**src/rtl/div_pkg.sv**
```systemverilog
// Shared types and helpers for the iterative restoring divider (div_iter).
package div_pkg;

  typedef enum logic {
    DIV_IDLE = 1'b0,
    DIV_RUN  = 1'b1
  } div_state_e;

  // Helper operates on a wide container; callers truncate to their own WIDTH.
  localparam int DIV_MAX_W = 128;

  function automatic logic [DIV_MAX_W-1:0] cond_neg(input logic [DIV_MAX_W-1:0] x,
                                                    input logic               neg);
    return neg ? (~x + DIV_MAX_W'(1)) : x;
  endfunction

endpackage

```
**src/rtl/div_step.sv**
```systemverilog
// One restoring-division step: shift {rem, quo} left, try subtracting the divisor.
module div_step #(
  parameter int WIDTH = 32
) (
  input  logic [WIDTH-1:0] rem,
  input  logic [WIDTH-1:0] quo,
  input  logic [WIDTH-1:0] divisor_mag,
  output logic [WIDTH-1:0] rem_next,
  output logic [WIDTH-1:0] quo_next,
  output logic             trial_ge
);

  logic [WIDTH:0] shifted;
  logic [WIDTH:0] trial;

  assign shifted  = {rem, quo[WIDTH-1]};
  assign trial    = shifted - {1'b0, divisor_mag};
  assign trial_ge = (shifted >= {1'b0, divisor_mag});
  // A failed trial implies shifted < divisor, so its top bit is zero.
  assign rem_next = trial_ge ? trial[WIDTH-1:0] : shifted[WIDTH-1:0];
  assign quo_next = {quo[WIDTH-2:0], trial_ge};

endmodule

```
**src/rtl/div_iter.sv**
```systemverilog
// Multi-cycle signed/unsigned restoring divider with start/busy/done handshake.
// Optional DIV_ITER_DBZ_FAST_EN: divide-by-zero completes one cycle after accept.
module div_iter
  import div_pkg::*;
#(
  parameter  int WIDTH = 32,
  localparam int CNT_W = $clog2(WIDTH)
) (
  input  logic             clock,
  input  logic             reset,
  input  logic             start,
  input  logic             signed_op,
  input  logic [WIDTH-1:0] dividend,
  input  logic [WIDTH-1:0] divisor,
  output logic [WIDTH-1:0] q,
  output logic [WIDTH-1:0] r,
  output logic             busy,
  output logic             done,
  output logic             div_zero,
  output div_state_e       state_dbg
);

  // Handshake: start is sampled on each rising edge and accepted only while
  // busy=0; busy stays high for the whole operation; done pulses for exactly
  // one cycle when q/r/div_zero update, and a start on that edge is accepted.

  div_state_e       state, state_next;
  logic [CNT_W-1:0] cnt;
  logic [WIDTH-1:0] rem, quo, dvs_mag, dvd_orig;
  logic             q_sign, r_sign, zero_flag;

  logic [WIDTH-1:0] rem_next, quo_next, dvd_mag_in, dvs_mag_in, q_fin, r_fin;
  logic             trial_ge, accept, last_step, divisor_zero, fast_dbz;

  assign dvd_mag_in   = WIDTH'(cond_neg(DIV_MAX_W'(dividend), signed_op & dividend[WIDTH-1]));
  assign dvs_mag_in   = WIDTH'(cond_neg(DIV_MAX_W'(divisor), signed_op & divisor[WIDTH-1]));
  assign divisor_zero = (divisor == '0);
  assign accept       = (state == DIV_IDLE) && start;
  assign last_step    = (state == DIV_RUN) && (cnt == CNT_W'(WIDTH - 1));

`ifdef DIV_ITER_DBZ_FAST_EN
  assign fast_dbz = accept & divisor_zero;
`else
  assign fast_dbz = 1'b0;
`endif

  div_step #(.WIDTH(WIDTH)) u_step (
    .rem         (rem),
    .quo         (quo),
    .divisor_mag (dvs_mag),
    .rem_next    (rem_next),
    .quo_next    (quo_next),
    .trial_ge    (trial_ge)
  );

  // Zero divisor overrides the sign fix-up: all-ones quotient, raw dividend.
  assign q_fin = zero_flag ? '1 : WIDTH'(cond_neg(DIV_MAX_W'(quo_next), q_sign));
  assign r_fin = zero_flag ? dvd_orig : WIDTH'(cond_neg(DIV_MAX_W'(rem_next), r_sign));

  assign busy      = (state == DIV_RUN);
  assign state_dbg = state;

  always_comb begin
    state_next = state;
    case (state)
      DIV_IDLE: if (accept && !fast_dbz) state_next = DIV_RUN;
      DIV_RUN:  if (last_step)           state_next = DIV_IDLE;
      default:                           state_next = DIV_IDLE;
    endcase
  end

  always_ff @(posedge clock or posedge reset) begin
    if (reset) begin
      state <= DIV_IDLE;
    end else begin
      state <= state_next;
    end
  end

  always_ff @(posedge clock or posedge reset) begin
    if (reset) begin
      cnt       <= '0;
      rem       <= '0;
      quo       <= '0;
      dvs_mag   <= '0;
      dvd_orig  <= '0;
      q_sign    <= 1'b0;
      r_sign    <= 1'b0;
      zero_flag <= 1'b0;
      q         <= '0;
      r         <= '0;
      div_zero  <= 1'b0;
      done      <= 1'b0;
    end else begin
      done <= 1'b0;
      if (accept) begin
        if (fast_dbz) begin
          done     <= 1'b1;
          q        <= '1;
          r        <= dividend;
          div_zero <= 1'b1;
        end else begin
          cnt       <= '0;
          rem       <= '0;
          quo       <= dvd_mag_in;
          dvs_mag   <= dvs_mag_in;
          dvd_orig  <= dividend;
          q_sign    <= signed_op & (dividend[WIDTH-1] ^ divisor[WIDTH-1]);
          r_sign    <= signed_op & dividend[WIDTH-1];
          zero_flag <= divisor_zero;
        end
      end else if (state == DIV_RUN) begin
        rem <= rem_next;
        quo <= quo_next;
        cnt <= cnt + CNT_W'(1);
        if (last_step) begin
          done     <= 1'b1;
          q        <= q_fin;
          r        <= r_fin;
          div_zero <= zero_flag;
        end
      end
    end
  end

endmodule

```
**config.mk**
```make
export PLATFORM = sky130hd
export DESIGN_NAME = div_iter
export DESIGN_NICKNAME = d
export VERILOG_FILES = /design/src/rtl/div_pkg.sv /design/src/rtl/div_step.sv /design/src/rtl/div_iter.sv
export SDC_FILE = /design/constraint.sdc
export NUM_CORES = 1
export LEC_CHECK = 0
export BUFFER_PORTS_ARGS = -buffer_cell sky130_fd_sc_hd__buf_2
export CORE_MARGIN = 8
export CORE_UTILIZATION = 50
export DETAILED_ROUTE_END_ITERATION = 12
export GPL_TIMING_DRIVEN = 0
export PLACE_DENSITY = 0.69
export SLEW_MARGIN = 10
export SYNTH_ARGS = -nofsm -noshare
export SYNTH_HDL_FRONTEND = slang
export SYNTH_HIERARCHICAL = 1
export SYNTH_SLANG_ARGS = --single-unit
```
**constraint.sdc**
```tcl
create_clock -name clock -period 6.9 [get_ports clock]
set_input_delay 0.345 -clock clock [delete_from_list [all_inputs] [get_ports clock]]
set_output_delay 0.345 -clock clock [all_outputs]
set_load 0.1 [all_outputs]
```
==> impl_results.md <==
- Status: finished clean
- Worst Clk Skew: around 0.027 ns
- Final Max Tran Viols: 0
- Least-Margin Pin Slew: around 1.3 ns
- Seq/Total Area, Yosys: between 30 and 40%
- PortBufs: roughly 140
- Setup Viol. Count Final: 0
- WP data arrival: about 5.7 ns
- Clock sinks: ~200
- Top cells by area, synth: dfrtp_1 37%, nand2_1 5.9%, o21ai_0 5.8%, xor2_1 4.4%, a21oi_1 4.2%
- Pin count of the biggest net entering global routing: 79
- Starting density of the core: between 50% and 60%
- Clock Tree Buf Depth: 3
- Normalized max-slew margin: roughly an eighth
- Most common library cells after synthesis: 215 x nand2_1, 203 x dfrtp_1, 158 x o21ai_0
- Core Area: 26800 um2
- Worst Setup SP: dvs_mag[10]$_DFFE_PP0P_
- Mapped cell area: 13600 um2
- Die Y: between 150 and 200 um
- First-pass GRT wire length: between 60 and 70 mm
- Critical Path Sink: q[30]$_DFFE_PP0P_
- WL final: ~43 mm
- Top delay family on crit path: simple AND/OR/NAND/NOR gates
- Top FF cell, synth: dfrtp_1
- Worst hold margin: between 0.05 and 0.06 ns
- Die area: roughly 33000 um2
- H-tree Lvls: 1
- Netlist cell types: 80
- RR Startpoint: dvs_mag[10]$_DFFE_PP0P_
- Vias per cell: about 5.9
- Clk slew on worst S/H paths: roughly 0.060 ns
- Cells after DPL: a little over 2000
- YS warnings: 6
- Final HPWL DP: around 34 mm
- Synth Area per Inst: about 8.5 um2
- Fillcell total: approximately 2500
- Core Rows: 60
- Final std cells w/o fill: approximately 2100
- Flop-to-flop setup slack: between 1.5 and 2 ns
- Post-synth EDFFs: 0
- CP Class: flip-flop to flip-flop
- Cells along the critical path: inv_1 > ha_1 > clkbuf_1 > nand4_1 > nor3_1 > a31o_2 > nor4b_4 > o21ai_2 > a31oi_4 > o21a_4 > inv_2 > buf_6 > buf_12 > buf_4 > inv_1 > ha_1 > nor3b_1 > nand4_1 > o31ai_1 > xor2_1 > a21oi_1
- Fin. Hold Viols: 0
- Top cell type's share of synthesized area: between 30% and 40%
- Number of synthesized register bits: 203
- Initial antenna violation count: 3
- Max-cap violations: 0
- Ys async rst share: 100%
- Levels on crit path: 21
- Layout area overhead: 14.1%
- GRT Total Usage: 25.7%
- Nature of the critical path startpoint: flip-flop
- Slowest-stage cell, CP: nor3b_1
- CTS tree: yes
- Max FO, Critical Path: 10
- Fraction of layout cells with a size suffix above 1: between 15 and 20%
- RSZ-0062 raised after global routing: false
- Post-route ant nets: 0
- Gr ovfl total: 0
- WP buf/inv: 7
- Number of global-route vias before repair: 12200
- Vias: 12400
- Synthesized instance count: 1595
- Drt wl/cell: 20.2 um
- Final worst-path cycle share: approximately three quarters
- Min Tclk post-route: between 5 and 6 ns
- RR Endpoint: q[30]$_DFFE_PP0P_
- Fmax: roughly 0.19 GHz
- Worst hold path class: input port to flip-flop
- Crit. End Element: flip-flop
- IO Pins: 136
- Count leader, synth: nand2_1
- Reg2reg path depth: 21
- Post-Syn Nets: about 1700
- CP peak stage delay: between 0.6 and 0.7 ns
- Die Wd: between 150 and 200 um
- Clk Latency, worst-skew pair: between 0.5 and 0.6 ns
- Pre-Repair DR Iteration Count: 5
- Iter 0 DRT Violations: 1162
- Gp weighted congestion: a little over 0.9
- Post-synth top area cell: dfrtp_1
- Clock root cell: clkbuf_16
- Total CTS buffers: 24
- Nets@finish: roughly 1900
- Worst path required time: about 7.3 ns
- Post-route DRC: 0
logic make-up (layout without fill, tap and decap cells):
kind of cell	Yosys count	count (layout)	share of synthesized area (%)
multiplexers	52	52	4.35
XOR/XNOR	132	132	8.50
flip-flops	203	203	37.4
AND/OR/NAND/NOR	547	547	20.6
adder cells (fa/ha/maj)	39	39	3.64
AO/OA/AOI/OAI	424	424	18.8
other	0	3	0
buffers and inverters	198	379	6.70
what timing repair did:
item | in CTS | in global routing
hold endpoints to repair | 49 | 0
hold buffers | 1 | 0
buffers inserted | 0 | 0
gates resized for setup | 0 | 0
worst min-delay path, stage by stage:
cell	delay, ns
buf_2	0.12
nand2_1	0.05
nand2_1	0.05
worst min-delay path by stage:
stage	startpoint	end	cells past startpoint
2_1_floorplan	dvd_orig[19]$_DFFE_PP0P_	dvd_orig[19]$_DFFE_PP0P_	2
3_3_place_gp	q[0]$_DFFE_PP0P_	q[0]$_DFFE_PP0P_	2
3_5_place_dp	reset	r[20]$_DFFE_PP0P_	2
4_1_cts	dividend[5]	dvd_orig[5]$_DFFE_PP0P_	3
5_1_grt	dividend[8]	dvd_orig[8]$_DFFE_PP0P_	3
6_report	dividend[5]	dvd_orig[5]$_DFFE_PP0P_	3
registers in the layout (all words and copies together) (netlist names):
name / flops
r_sign: 1
dvd_orig: 32
quo: 32
dvs_mag: 32
cnt: 5
q_sign: 1
busy: 1
zero_flag: 1
done: 1
div_zero: 1
r: 32
rem: 32
q: 32
routing by layer:
metal | global-route usage [%] | share of wire, % | routed length (um)
met5 | 0 | 0 | 0
met3 | 6.66 | 9.1 | 3880
met1 | 36.2 | 46 | 19700
met4 | 6.58 | 2.3 | 979
met2 | 38.7 | 43 | 18200
stage by stage:
stage / worst slack, ns / area [um2] / utilization [%] / setup TNS [ns]
after CTS: 1.71 / 15500 / 57.8 / 0
after global placement: -1.39 / 14700 / 54.8 / -278.99
final: 1.62 / 15500 / 57.9 / 0
after global routing: 1.26 / 15500 / 57.9 / 0
after detailed placement: 1.74 / 14800 / 55.1 / 0
after floorplan: 1.02 / 13600 / - / 0
cell usage in the layout, fill, tap and decap left out, drive strengths merged, types with 4 or more instances in the layout:
| cell type | Yosys | final |
|---|---|---|
| buf | 53 | 190 |
| a221oi | 4 | 4 |
| nand2b | 35 | 35 |
| inv | 72 | 72 |
| o211ai | 4 | 4 |
| clkbuf | 72 | 104 |
| a31oi | 27 | 27 |
| o21ai | 162 | 162 |
| nand2 | 215 | 215 |
| dfrtp | 203 | 203 |
| and3 | 10 | 10 |
| o41ai | 18 | 18 |
| nand3b | 5 | 5 |
| nor2 | 111 | 111 |
| a31o | 4 | 4 |
| a21o | 15 | 15 |
| nor2b | 9 | 9 |
| o21bai | 4 | 4 |
| nor4 | 15 | 15 |
| o31ai | 21 | 21 |
| ha | 38 | 38 |
| xnor2 | 63 | 63 |
| or4 | 17 | 17 |
| clkinv | 1 | 9 |
| nand3 | 26 | 26 |
| or3 | 9 | 9 |
| o22ai | 15 | 15 |
| nor3b | 26 | 26 |
| mux2i | 22 | 22 |
| a211oi | 4 | 4 |
| nand4 | 20 | 20 |
| nor3 | 32 | 32 |
| and2 | 5 | 5 |
| a41oi | 4 | 4 |
| o21a | 5 | 5 |
| a21oi | 116 | 116 |
| mux2 | 30 | 30 |
| o221ai | 4 | 4 |
| xor2 | 69 | 69 |
final cells by class:
class	count	area (um2)	area share, %
diodes	3	7.51	0.0484
clock inverters	11	81.3	0.524
multi-input cells	1194	7600	49.0
flip-flops and latches	203	5080	32.8
repair buffers	138	741	4.78
well taps	341	427	2.75
clock buffers	32	651	4.19
inverters	73	282	1.82
plain buffers	125	637	4.11
Power is left out: the tool's default activity adds up to more than one toggle a clock period on the data nets, which glitch-free logic cannot reach.
